$ cat src/rtl/mem_access.sv
// MEM stage: data-memory load/store over req/gnt/rvalid, byte lanes, load extension, MEM/WB register.
// Latency: non-memory op 1 cycle, store >= 2 cycles, load >= 3 cycles; TIMEOUT aborts a stuck access.
// Backpressure: stall_mem holds execute while an access is outstanding. Optional MISALIGN_TRAP_EN traps misaligned accesses.
module mem_access #(
    parameter int TIMEOUT = 255,
    parameter int TIMER_W = 8
) (
    input  logic        clk,
    input  logic        rst_n,
    input  logic [31:0] alu_result_mem,
    input  logic [31:0] write_data_mem,
    input  logic [31:0] next_pc_mem,
    input  logic [1:0]  wb_sel_mem,
    input  logic [1:0]  read_width_mem,
    input  logic        read_unsigned_mem,
    input  logic        rd_en_mem,
    input  logic        mem_wrt_en_mem,
    input  logic        reg_wrt_en_mem,
    input  logic [4:0]  wrt_dst_mem,
    input  logic        rdi_mem,
    output logic        stall_mem,
    output logic        dmem_req,
    output logic        dmem_we,
    output logic [31:0] dmem_addr,
    output logic [3:0]  dmem_be,
    output logic [31:0] dmem_wdata,
    input  logic        dmem_gnt,
    input  logic        dmem_rvalid,
    input  logic [31:0] dmem_rdata,
    output logic [31:0] wbdata_wb,
    output logic [4:0]  wrt_dst_wb,
    output logic        reg_wrt_en_wb,
    output logic        rdi_wb,
    output logic        bus_err,
    output logic        misalign_err
);

    typedef enum logic [1:0] {IDLE, REQ, RESP} state_t;

    localparam logic [TIMER_W-1:0] TMO_V = TIMER_W'(TIMEOUT);

    state_t             state;
    logic [TIMER_W-1:0] cnt;
    logic               acc;
    logic               tmo;
    logic               misaligned;
    logic [1:0]         off;
    logic [1:0]         eff_off;
    logic [3:0]         be_c;
    logic [31:0]        wdata_c;
    logic [31:0]        sh;
    logic               sx;
    logic [31:0]        load_fmt;
    logic [31:0]        wb_val;

    assign acc = rd_en_mem | mem_wrt_en_mem;
    assign off = alu_result_mem[1:0];
    assign tmo = (TIMEOUT != 0) && (state != IDLE) && (cnt == TMO_V);

`ifdef MISALIGN_TRAP_EN
    assign misaligned = ((read_width_mem == 2'b01) && off[0]) ||
                        (read_width_mem[1] && (off != 2'b00));
`else
    assign misaligned = 1'b0;
`endif

    // Half and word accesses snap to natural alignment; eff_off drives the load shift.
    always_comb begin
        be_c    = 4'b1111;
        wdata_c = write_data_mem;
        eff_off = 2'b00;
        case (read_width_mem)
            2'b00: begin
                be_c    = 4'b0001 << off;
                wdata_c = {4{write_data_mem[7:0]}};
                eff_off = off;
            end
            2'b01: begin
                be_c    = 4'b0011 << {off[1], 1'b0};
                wdata_c = {2{write_data_mem[15:0]}};
                eff_off = {off[1], 1'b0};
            end
            default: ;
        endcase
    end

    always_comb begin
        sh = dmem_rdata >> {eff_off, 3'b000};
        sx = ~read_unsigned_mem;
        case (read_width_mem)
            2'b00:   load_fmt = {{24{sx & sh[7]}}, sh[7:0]};
            2'b01:   load_fmt = {{16{sx & sh[15]}}, sh[15:0]};
            default: load_fmt = sh;
        endcase
    end

    always_comb begin
        case (wb_sel_mem)
            2'b01:   wb_val = load_fmt;
            2'b10:   wb_val = next_pc_mem;
            default: wb_val = alu_result_mem;
        endcase
    end

    // A latched store (dmem_we=1) completes on gnt; a load waits for rvalid.
    always_comb begin
        stall_mem = 1'b0;
        case (state)
            IDLE:    stall_mem = acc & ~misaligned;
            REQ:     stall_mem = ~tmo & (~dmem_gnt | ~dmem_we);
            RESP:    stall_mem = ~tmo & ~dmem_rvalid;
            default: stall_mem = 1'b0;
        endcase
        if (!rst_n) stall_mem = 1'b0;
    end

    always_ff @(posedge clk or negedge rst_n) begin
        if (!rst_n) begin
            state         <= IDLE;
            cnt           <= '0;
            dmem_req      <= 1'b0;
            dmem_we       <= 1'b0;
            dmem_addr     <= '0;
            dmem_be       <= '0;
            dmem_wdata    <= '0;
            wbdata_wb     <= '0;
            wrt_dst_wb    <= '0;
            reg_wrt_en_wb <= 1'b0;
            rdi_wb        <= 1'b0;
            bus_err       <= 1'b0;
            misalign_err  <= 1'b0;
        end else begin
            bus_err      <= 1'b0;
            misalign_err <= 1'b0;
            case (state)
                IDLE: begin
                    if (acc && misaligned) begin
                        misalign_err <= 1'b1;
                    end else if (acc) begin
                        state      <= REQ;
                        cnt        <= '0;
                        dmem_req   <= 1'b1;
                        dmem_we    <= ~rd_en_mem;
                        dmem_addr  <= {alu_result_mem[31:2], 2'b00};
                        dmem_be    <= be_c;
                        dmem_wdata <= wdata_c;
                    end
                end
                REQ: begin
                    cnt <= cnt + TIMER_W'(1);
                    if (tmo) begin
                        state    <= IDLE;
                        dmem_req <= 1'b0;
                        bus_err  <= 1'b1;
                    end else if (dmem_gnt) begin
                        dmem_req <= 1'b0;
                        state    <= dmem_we ? IDLE : RESP;
                    end
                end
                RESP: begin
                    cnt <= cnt + TIMER_W'(1);
                    if (tmo) begin
                        state   <= IDLE;
                        bus_err <= 1'b1;
                    end else if (dmem_rvalid) begin
                        state <= IDLE;
                    end
                end
                default: state <= IDLE;
            endcase

            // MEM/WB: bubble while stalled, on abort and on a trapped access.
            if (stall_mem || tmo || (state == IDLE && acc && misaligned)) begin
                reg_wrt_en_wb <= 1'b0;
            end else begin
                wbdata_wb     <= (state == RESP) ? load_fmt : wb_val;
                wrt_dst_wb    <= wrt_dst_mem;
                reg_wrt_en_wb <= reg_wrt_en_mem;
                rdi_wb        <= rdi_mem;
            end
        end
    end

endmodule
$ cat config.mk
export PLATFORM = sky130hd
export DESIGN_NAME = mem_access
export DESIGN_NICKNAME = d
export VERILOG_FILES = /design/src/rtl/mem_access.sv
export SDC_FILE = /design/constraint.sdc
export NUM_CORES = 1
export LEC_CHECK = 0
export ABC_AREA = 1
export ABC_CLOCK_PERIOD_IN_PS = 1840
export BUFFER_PORTS_ARGS = -buffer_cell sky130_fd_sc_hd__buf_2
export CELL_PAD_IN_SITES_DETAIL_PLACEMENT = 1
export CELL_PAD_IN_SITES_GLOBAL_PLACEMENT = 1
export CORE_ASPECT_RATIO = 1.5
export CORE_UTILIZATION = 31
export DETAILED_ROUTE_END_ITERATION = 12
export GPL_TIMING_DRIVEN = 1
export PLACE_DENSITY = 0.78
export RECOVER_POWER = 25
export SLEW_MARGIN = 40
export SYNTH_ARGS = -nofsm -noshare
export SYNTH_HDL_FRONTEND = slang
export SYNTH_SLANG_ARGS = --single-unit
$ cat constraint.sdc
create_clock -name clk -period 1.84 [get_ports clk]
set_input_delay 0.276 -clock clk [delete_from_list [all_inputs] [get_ports clk]]
set_output_delay 0.276 -clock clk [all_outputs]
set_load 0.03 [all_outputs]
==> impl_metrics.env, run 1 <==
export IMPL_grt_pass1_wl_microns=42000
export IMPL_slew_headroom=0.239
export IMPL_fmax_ghz=0.490
export IMPL_final_hold_violation_count=0
export IMPL_cp_end_kind="primary output"
export IMPL_vdd_drop_max_uv=805
export IMPL_nets=1364
export IMPL_finalPower_mw=17.0
export IMPL_pwr_share_clk=0.211
export IMPL_crit_required_ns=1.56
export IMPL_crit_chain="buf_4, buf_4, ha_1, nor2_2, nand2_2, inv_2, buf_6"
export IMPL_port_buffers=254
export IMPL_overflow=0
export IMPL_dr_first_iter_drc_count=407
export IMPL_fin_util=0.450
export IMPL_die_h_microns=181
export IMPL_drc=0
export IMPL_clkSinkCount=118
export IMPL_status="complete, but fails checks"
export IMPL_postRouteWirelength_microns=28700
export IMPL_vias=7522
export IMPL_drv_cap=0
export IMPL_synth_area_leaders="dfrtp_1 (45%), nand2_1 (21%), nand3_1 (6.9%)"
export IMPL_switching_share=0.465
export IMPL_hpwl_microns=20200
export IMPL_layout_setup_ws_ns=-0.201
export IMPL_syn_to_final_growth_pct=43.2
export IMPL_io_pins=258
export IMPL_slew_viol_final=0
export IMPL_min_period_ns=2.04
export IMPL_tightestPinTransition_ns=1.14
export IMPL_violations="setup timing"
export IMPL_synthAdderAreaFrac=0.0152
export IMPL_synth_warnings=0
export IMPL_start_util=0.315
export IMPL_cts_tree="yes"
export IMPL_syn_area_per_cell_sq_um=7.07
export IMPL_synth_seq_cells=118
export IMPL_final_setup_tns_ns=-0.208
export IMPL_fillers=2714
export IMPL_final_antenna_net_count=0
export IMPL_internal_power_mw=9.11
export IMPL_slowest_stage="dfrtp_1"
export IMPL_final_common_cell="nand2_1"
export IMPL_synth_simple_area_share=0.346
export IMPL_hold_class="input pin to flip-flop"
export IMPL_synth_top_area_share=0.447
export IMPL_powerDensity_nw_per_um2=1800
export IMPL_syn_area_sq_um=6600
export IMPL_drtPass1Iterations=4
export IMPL_clock_latency_ns=0.43
export IMPL_start_kind="flip-flop"
export IMPL_synth_top_cell_by_area="dfrtp_1"
export IMPL_cts_made_buffers=17
export IMPL_critical_path_class="flip-flop to primary output"
export IMPL_synth_xor_area_share=0
export IMPL_skew_ns=0.00871
export IMPL_cts_root_buf="clkbuf_16"
export IMPL_die_width_microns=121
export IMPL_netlist_instances=934
export IMPL_wl_per_cell_microns=19.2
export IMPL_via_per_inst=5.04
export IMPL_synth_top_family_by_area="simple AND/OR/NAND/NOR gates"
export IMPL_cp_max_fo=2
export IMPL_muxShareOfSynthArea=0
export IMPL_critPathMaxStageDelay_ns=0.41
export IMPL_p_switching_mw=7.91
export IMPL_cpMostUsedCell="buf_4"
export IMPL_grt_max_degree=118
export IMPL_dieArea_sq_um=21900
export IMPL_critPathArrivalTime_ns=1.76
export IMPL_final_setup_viol_count=3
export IMPL_core_rowCount=65
export IMPL_track_usage=0.254
export IMPL_seq_power_share=0.264
export IMPL_clk_pin_slew_worst_paths_ns=0.05
export IMPL_htree_num_levels=4
export IMPL_grt_pass1_vias=7771
export IMPL_rsz0062_at_grt="true"
export IMPL_rr_worst_depth=7
export IMPL_yosys_cell_types_count=29
export IMPL_worstHoldPathCells=2
export IMPL_synth_compound_area_share=0.118
export IMPL_clk_path_buf_depth=2
export IMPL_drive_gt1_frac=0.319
export IMPL_antenna_found_initial=5
export IMPL_leakage_nw=5.17
export IMPL_synth_seq_area_share=0.447
export IMPL_mostFrequentLayoutCells="nand2_1 (363), buf_2 (252), dfrtp_1 (117), nand3_1 (81), o21ai_0 (73)"
export IMPL_finalWeightedCongestion=0.836
export IMPL_post_route_period_util=1.11
export IMPL_core_area_sq_um=21000
export IMPL_p_comb_frac=0.524
==> flip-flops by register name (all words and copies together) (netlist names) <==
signal and count:
dmem_wdata 32, wbdata_wb 32, dmem_addr 30, cnt 8, wrt_dst_wb 5, dmem_be 4, state 2, bus_err 1
dmem_req 1, dmem_we 1, rdi_wb 1, reg_wrt_en_wb 1
==> critical path, delay by kind of cell, from the launching register on <==
kind / cells / cell delay [ns]
AND/OR/NAND/NOR: 2 / 0.22
adder cells (fa/ha/maj): 1 / 0.23
flip-flops: 1 / 0.41
buffers and inverters: 4 / 0.47
==> power by group through the flow <==
stage               logic, mW  clock network (mW)  registers (mW)
floorplan                2.80                   0            6.69
global placement         7.66                   0            4.47
detailed placement       7.86                   0            4.49
CTS                      8.12                3.66            4.49
global route             9.62                3.77            4.64
finish                   8.93                3.60            4.50
==> Yosys cell counts <==
cell	instances
nand2_2	3
dfrtp_1	118
a21boi_4	1
nor2_1	51
a21o_1	1
inv_1	54
nand3_1	91
conb_1	1
buf_1	5
nor2_4	2
nand3b_1	14
ha_1	8
inv_2	2
or2_2	2
clkinv_1	1
nand3_2	1
nor3_1	6
o21a_1	1
nor3b_1	2
a31oi_1	11
nand3b_4	1
buf_4	7
a21oi_1	47
a22oi_1	8
clkbuf_1	32
nand2_1	373
o21ai_0	73
o22ai_1	3
buf_2	15
==> final cells by class <==
cell class | count | area (sq um) | share of cell area
repair buffers | 314 | 1980 | 0.210
clock inverters | 9 | 149 | 0.0158
multi-input cells | 702 | 3330 | 0.352
flip-flops and latches | 118 | 2950 | 0.313
diodes | 3 | 7.51 | 0.000794
inverters | 57 | 219 | 0.0232
clock buffers | 22 | 474 | 0.0502
well taps | 268 | 335 | 0.0355
==> routing by layer <==
| metal | GRT usage | up-vias | routed length, microns |
|---|---|---|---|
| met3 | 0.0625 | 75 | 1570 |
| met1 | 0.276 | 3621 | 10700 |
| met4 | 0.140 | 2 | 1520 |
| li1 | - | 3558 | - |
| met5 | 0 | - | 8 |
| met2 | 0.445 | 266 | 14900 |
==> worst paths after layout <==
check | from | endpoint | slack, ns
max in group asynchronous | rst_n | state[1]$_DFFE_PN0P_ | 0.13
min in group asynchronous | rst_n | wbdata_wb[11]$_DFFE_PN0N_ | 0.24
worst max-delay path | state[0]$_DFFE_PN0P_ | stall_mem | -0.20
worst min register to register | wbdata_wb[20]$_DFFE_PN0N_ | wbdata_wb[20]$_DFFE_PN0N_ | 0.47
worst max register to register | state[0]$_DFFE_PN0P_ | cnt[4]$_DFFE_PN0P_ | 0
worst min-delay path | rd_en_mem | dmem_we$_DFFE_PN0P_ | 0.05
==> metrics by stage <==
step	cells	setup WS [ns]	hold slack [ns]	area (sq um)
finish	1493	-0.201	0.0512	9450
global route	1493	-0.276	0.0460	9450
global placement	1437	0.0671	0.0632	8370
detailed placement	1437	0.00402	0.0645	8370
CTS	1475	-0.185	0.0374	9090
floorplan	936	0.112	-0.0196	6610
==> kinds of logic after synthesis <==
| kind of cell | count (synthesis) |
|---|---|
| compound gates | 145 |
| flops | 118 |
| other cells | 1 |
| simple gates | 546 |
| fa+ha+maj | 8 |
| buf+inv | 116 |
==> timing repair <==
| item | CTS | global route |
|---|---|---|
| resized for setup | 16 | 35 |
| hold buffers | 1 | 0 |
| gates cloned | 0 | 9 |
| setup endpoints to repair | 36 | 43 |
| pin swaps | 5 | 20 |
| setup buffers | 6 | 7 |
| endpoints found under the hold margin | 1 | 0 |
No activity file was read; power rests on OpenSTA's default activity.
==> run 2, diff against run 1 <==
--- a/config.mk
+++ b/config.mk
@@ -5,16 +5,15 @@
 export SDC_FILE = /design/constraint.sdc
 export NUM_CORES = 1
 export LEC_CHECK = 0
-export ABC_AREA = 1
 export ABC_CLOCK_PERIOD_IN_PS = 1840
 export BUFFER_PORTS_ARGS = -buffer_cell sky130_fd_sc_hd__buf_2
 export CELL_PAD_IN_SITES_DETAIL_PLACEMENT = 1
 export CELL_PAD_IN_SITES_GLOBAL_PLACEMENT = 1
 export CORE_ASPECT_RATIO = 1.5
-export CORE_UTILIZATION = 31
+export CORE_UTILIZATION = 32
 export DETAILED_ROUTE_END_ITERATION = 12
-export GPL_TIMING_DRIVEN = 1
-export PLACE_DENSITY = 0.78
+export GPL_TIMING_DRIVEN = 0
+export PLACE_DENSITY = 0.76
 export RECOVER_POWER = 25
 export SLEW_MARGIN = 40
 export SYNTH_ARGS = -nofsm -noshare
==> run 2 against run 1 <==
Against the previous run: the run still ends with setup timing left; clock-buffer cell count fell by 2; sequential power rose by 2%; area after synthesis rose by 1.3%; final area rose by 3.8%; combinational power rose by 8.5%; critical endpoint unchanged; largest cell class unchanged; highest routed layer unchanged; first-iteration DRC count fell by 21%; clock skew rose by 0.0038 ns; critical path type unchanged; largest power group unchanged; critical path depth fell by 1.
==> impl_metrics.env, run 2 <==
export IMPL_critPathArrivalTime_ns=1.78
export IMPL_layout_setup_ws_ns=-0.221
export IMPL_syn_area_per_cell_sq_um=8.72
export IMPL_overflow=0
export IMPL_grt_max_degree=55
export IMPL_grt_pass1_vias=7489
export IMPL_synth_top_cell_by_area="dfrtp_1"
export IMPL_final_setup_tns_ns=-4.24
export IMPL_synthArstFlopShare=1.00
export IMPL_critical_path_class="flip-flop to primary output"
export IMPL_grt_pass1_wl_microns=43100
export IMPL_synth_seq_area_share=0.442
export IMPL_io_pins=258
export IMPL_htree_num_levels=4
export IMPL_postRouteWirelength_microns=29400
export IMPL_die_h_microns=179
export IMPL_post_route_period_util=1.12
export IMPL_clkSinkCount=118
export IMPL_status="complete, but fails checks"
export IMPL_rsz0062_at_grt="true"
export IMPL_synth_warnings=0
export IMPL_top_regs="dmem_wdata x32, wbdata_wb x32, dmem_addr x30"
export IMPL_final_antenna_net_count=0
export IMPL_nets=1232
export IMPL_slew_viol_final=0
export IMPL_cp_end_kind="primary output"
export IMPL_clk_pin_slew_worst_paths_ns=0.06
export IMPL_seq_area_sq_um=2950
export IMPL_cts_tree="yes"
export IMPL_dieArea_sq_um=21500
export IMPL_port_buffers=254
export IMPL_synth_top_flop_cell="dfrtp_1"
export IMPL_final_hold_violation_count=0
export IMPL_fin_util=0.480
export IMPL_mostFrequentLayoutCells="buf_2 (258), nand2_1 (166), dfrtp_1 (117), a21oi_1 (78), nor2_1 (64)"
export IMPL_via_per_inst=5.27
export IMPL_syn_to_final_growth_pct=46.7
export IMPL_drive_gt1_frac=0.406
export IMPL_leakage_nw=4.90
export IMPL_min_period_ns=2.06
export IMPL_track_usage=0.272
export IMPL_crit_required_ns=1.56
export IMPL_netlist_instances=767
export IMPL_synth_top_area_share=0.442
export IMPL_start_kind="flip-flop"
export IMPL_final_common_cell="buf_2"
export IMPL_fillers=2491
export IMPL_fmax_ghz=0.485
export IMPL_wl_per_cell_microns=21.6
export IMPL_finalWeightedCongestion=0.854
export IMPL_clock_latency_ns=0.43
export IMPL_violations="setup timing"
export IMPL_dr_first_iter_drc_count=322
export IMPL_yosysMostFrequentCell="nand2_1"
export IMPL_start_util=0.328
export IMPL_synth_area_leaders="dfrtp_1 (44%), nand2_1 (10%), mux2i_1 (7.3%)"
export IMPL_cts_made_buffers=17
export IMPL_powerDensity_nw_per_um2=1820
export IMPL_slew_headroom=0.224
export IMPL_final_setup_viol_count=35
export IMPL_cp_max_fo=4
export IMPL_hpwl_microns=21300
export IMPL_drv_cap=0
export IMPL_drtPass1Iterations=4
export IMPL_multi_input_area_sq_um=3790
export IMPL_finalPower_mw=17.8
export IMPL_drc=0
export IMPL_hold_class="input pin to flip-flop"
export IMPL_vias=7174
export IMPL_syn_area_sq_um=6690
export IMPL_vdd_drop_max_uv=877
export IMPL_yosys_cell_types_count=51
export IMPL_die_width_microns=120
export IMPL_synthTopCellsByCount="nand2_1 (185), dfrtp_1 (118), a21oi_1 (80), nor2_1 (67), o21ai_0 (61)"
export IMPL_synth_edf_count=0
export IMPL_skew_ns=0.0125
export IMPL_synth_seq_cells=118
export IMPL_core_area_sq_um=20400
export IMPL_tightestPinTransition_ns=1.16
export IMPL_antenna_found_initial=9
export IMPL_core_rowCount=64
export IMPL_cts_root_buf="clkbuf_16"
export IMPL_clk_path_buf_depth=2
run 2: kinds of logic (layout without fill, tap and decap cells):
kind of cell,after synthesis,in the layout,share of synthesized area
simple gates,297,297,0.190
mux,58,58,0.100
compound gates,210,210,0.206
buf+inv,75,397,0.0466
fa+ha+maj,8,8,0.0150
other cells,1,9,0.000561
flops,118,118,0.442
run 2: what timing repair did:
item / 4_1_cts / 5_1_grt
pin swaps: 29 / 13
buffers inserted: 17 / 16
resized for setup: 90 / 65
cloned: 4 / 1
hold endpoints to repair: 64 / 0
hold buffers: 4 / 0
setup endpoints to repair: 117 / 98
run 2: cell type report:
cell class              instances  area share
diodes                          6     0.00153
plain buffers                  57      0.0378
clock buffers                  20      0.0476
clock inverters                12      0.0154
inverters                      15     0.00574
multi-input cells             576       0.387
flip-flops and latches        118       0.301
well taps                     264      0.0337
repair buffers                293       0.170
run 2: worst max-delay path: stages, from the launching register on:
cell,delay (ns)
dfrtp_2,0.42
inv_2,0.07
ha_4,0.19
nor4_4,0.26
o21ai_1,0.12
and2_4,0.17
buf_6,0.13
run 2: worst paths after layout:
kind	startpoint	to	slack, ns	cells after the start
worst max register to register	state[0]$_DFFE_PN0P_	wbdata_wb[14]$_DFFE_PN0N_	-0.18	9
worst min-delay path	wrt_dst_mem[3]	wrt_dst_wb[3]$_DFFE_PN0N_	0.04	3
worst max-delay path	state[1]$_DFFE_PN0P_	stall_mem	-0.22	6
min in group asynchronous	rst_n	dmem_addr[18]$_DFFE_PN0P_	0.25	4
max in group asynchronous	rst_n	state[1]$_DFFE_PN0P_	0.25	5
worst min register to register	dmem_addr[21]$_DFFE_PN0P_	dmem_addr[21]$_DFFE_PN0P_	0.47	2
run 2: per-layer routing:
layer / vias to the layer above / wire, microns / global-route usage
met5: - / 32 / 0
met4: 6 / 1320 / 0.149
met3: 71 / 1890 / 0.0719
met2: 280 / 15600 / 0.485
met1: 3555 / 10500 / 0.289
li1: 3262 / - / -
run 2: power by group:
part	switching [mW]	internal [mW]	total, mW
Combinational	6.19	3.51	9.69
Clock	1.31	2.23	3.54
Sequential	0.787	3.80	4.58
Total	8.29	9.53	17.8
run 2: per-stage QoR:
step | hold slack (ns) | std cells | area (sq um) | worst slack, ns
2_1_floorplan | -0.0196 | 769 | 6770 | -0.0396
3_3_place_gp | 0.452 | 1287 | 8370 | -2.11
3_5_place_dp | 0.125 | 1289 | 8430 | -0.698
4_1_cts | 0.0199 | 1345 | 9630 | -0.363
5_1_grt | 0.0351 | 1360 | 9810 | -0.332
6_report | 0.0411 | 1361 | 9810 | -0.221
==> run 3, diff against run 2 <==
--- a/config.mk
+++ b/config.mk
@@ -13,8 +13,10 @@
 export CORE_UTILIZATION = 32
 export DETAILED_ROUTE_END_ITERATION = 12
 export GPL_TIMING_DRIVEN = 0
+export MAX_ROUTING_LAYER = met4
 export PLACE_DENSITY = 0.76
 export RECOVER_POWER = 25
+export REMOVE_ABC_BUFFERS = 1
 export SLEW_MARGIN = 40
 export SYNTH_ARGS = -nofsm -noshare
 export SYNTH_HDL_FRONTEND = slang
==> run 3 against run 2 <==
Against the previous run: the flow finishes with violations (hold timing, setup timing); total power grew 0.90%; die area did not move; cell count is 2.5% lower; first-iteration DRC count rose by 12%; global-route usage down 0.056 points; routed wire length shrank 0.86%; hold slack worse by 0.31 ns; clock power is 3% higher; final area fell by 1.1%; via count is 1.3% lower; clock skew down 0.0014 ns; fmax shrank 8.5%; critical path type is now flip-flop to flip-flop; largest cell class unchanged.
==> impl_metrics.env, run 3 (synthesis gave the netlist of run 2 again) <==
export IMPL_tightestPinTransition_ns=0.952
export IMPL_grt_pass1_wl_microns=42300
export IMPL_postRouteWirelength_microns=29100
export IMPL_leakage_nw=4.82
export IMPL_regToRegStartpoint="state[1]$_DFFE_PN0P_"
export IMPL_htree_num_levels=4
export IMPL_hold_class="input pin to asynchronous set/reset pin"
export IMPL_final_antenna_net_count=0
export IMPL_slew_viol_final=0
export IMPL_cpMostUsedCell="buf_12"
export IMPL_fin_util=0.475
export IMPL_port_buffers=254
export IMPL_drtPass1Iterations=5
export IMPL_grt_max_degree=65
export IMPL_hpwl_microns=18200
export IMPL_regToRegEndpoint="wbdata_wb[28]$_DFFE_PN0N_"
export IMPL_via_per_inst=5.34
export IMPL_finalWeightedCongestion=0.802
export IMPL_cts_tree="yes"
export IMPL_slew_headroom=0.365
export IMPL_critPathMaxStageDelay_ns=0.42
export IMPL_post_route_period_util=1.22
export IMPL_io_pins=258
export IMPL_vdd_drop_max_uv=865
export IMPL_cp_top_family="buffers and inverters"
export IMPL_final_setup_viol_count=43
export IMPL_antenna_found_initial=8
export IMPL_grt_pass1_vias=7419
export IMPL_min_period_ns=2.25
export IMPL_final_common_cell="buf_2"
export IMPL_rsz0062_at_grt="true"
export IMPL_status="complete, but fails checks"
export IMPL_clkSinkCount=118
export IMPL_critPathArrivalTime_ns=2.55
export IMPL_r2r_setup_slack_ns=-0.41
export IMPL_layout_setup_ws_ns=-0.412
export IMPL_start_util=0.328
export IMPL_clk_path_buf_depth=2
export IMPL_syn_to_final_growth_pct=45.0
export IMPL_track_usage=0.271
export IMPL_dieArea_sq_um=21500
export IMPL_drive_gt1_frac=0.393
export IMPL_fmax_ghz=0.444
export IMPL_mostFrequentLayoutCells="buf_2 (250), nand2_1 (184), dfrtp_1 (118), a21oi_1 (75), nor2_1 (65)"
export IMPL_skew_ns=0.0111
export IMPL_slowest_stage="dfrtp_1"
export IMPL_crit_chain="buf_6, ha_4, nand3b_1, a31o_4, a21oi_4, clkbuf_16, buf_12, buf_12, mux2i_4, a31oi_4"
export IMPL_hold_ws_ns=-0.264
export IMPL_start_kind="flip-flop"
export IMPL_cts_root_buf="clkbuf_16"
export IMPL_core_area_sq_um=20400
export IMPL_overflow=0
export IMPL_top_regs="dmem_wdata x32, wbdata_wb x32, dmem_addr x30"
export IMPL_dr_first_iter_drc_count=361
export IMPL_die_h_microns=179
export IMPL_rr_worst_depth=10
export IMPL_clock_latency_ns=0.44
export IMPL_crit_buf_inv=4
export IMPL_crit_required_ns=2.14
export IMPL_cts_made_buffers=17
export IMPL_core_rowCount=64
export IMPL_drc=0
export IMPL_die_width_microns=120
export IMPL_critical_path_class="flip-flop to flip-flop"
export IMPL_drv_cap=0
export IMPL_wl_per_cell_microns=21.9
export IMPL_vias=7082
export IMPL_violations="hold timing, setup timing"
export IMPL_final_setup_tns_ns=-11.11
export IMPL_cp_max_fo=6
export IMPL_final_hold_violation_count=54
export IMPL_clk_pin_slew_worst_paths_ns=0.06
export IMPL_nets=1196
export IMPL_powerDensity_nw_per_um2=1850
export IMPL_cp_end_kind="flip-flop"
==> run 3: changes by cell type in the layout (fill, tap and decap cells not counted), moves of 5 or more <==
cell and change:
nand2_1 +18, buf_6 -7, buf_1 -6, clkbuf_2 -16
clkbuf_1 -19, buf_2 -8, nand2_2 -15, buf_4 +16
o21ai_0 +5
==> run 3: metrics by stage <==
stage | cell area [sq um] | cells | power (mW) | worst slack, ns
after floorplan | 6440 | 709 | 9.41 | -4.05
after detailed placement | 8340 | 1238 | 12.6 | -1.12
after CTS | 9420 | 1297 | 17.3 | -0.354
after global routing | 9700 | 1327 | 18.9 | -0.454
final | 9700 | 1327 | 18.0 | -0.412
after global placement | 8040 | 1227 | 11.0 | -7.22
==> run 3: worst max-delay path by stage <==
| stage | start | end | slack, ns | depth (start not counted) |
|---|---|---|---|---|
| 2_1_floorplan | state[0]$_DFFE_PN0P_ | wbdata_wb[22]$_DFFE_PN0N_ | -4.05 | 7 |
| 3_3_place_gp | rd_en_mem | stall_mem | -7.22 | 5 |
| 3_5_place_dp | state[0]$_DFFE_PN0P_ | wbdata_wb[28]$_DFFE_PN0N_ | -1.12 | 10 |
| 4_1_cts | state[1]$_DFFE_PN0P_ | wbdata_wb[24]$_DFFE_PN0N_ | -0.35 | 10 |
| 5_1_grt | state[1]$_DFFE_PN0P_ | wbdata_wb[14]$_DFFE_PN0N_ | -0.45 | 10 |
| 6_report | state[1]$_DFFE_PN0P_ | wbdata_wb[28]$_DFFE_PN0N_ | -0.41 | 10 |
==> run 3: power breakdown <==
group / leakage, nW / switching (mW) / internal (mW)
Sequential: 1.46 / 0.722 / 3.79
Combinational: 3.06 / 6.21 / 3.59
Clock: 0.299 / 1.36 / 2.29
==> run 3: cell type report <==
class	instances	area, sq um
Timing Repair inverter	1	7.51
Tap cell	264	330
Inverter	15	65.1
Sequential cell	118	2950
Clock inverter	13	180
Multi-Input combinational cell	578	3760
Antenna cell	8	20.0
Timing Repair Buffer	311	1940
Fill cell	2472	10700
Clock buffer	19	443
==> run 3: per-layer routing <==
metal,up-vias,share of wire,GRT usage
met5,-,0,-
met4,0,0.035,0.108
met3,72,0.048,0.0617
met2,246,0.54,0.483
met1,3557,0.38,0.289
li1,3207,-,-
==> run 3: what timing repair did <==
item / 4_1_cts / 5_1_grt
hold endpoints to repair: 54 / 54
resized for setup: 53 / 25
gates cloned: 3 / 2
endpoints found under the setup margin: 55 / 44
pin swaps: 19 / 5
buffers inserted: 25 / 21
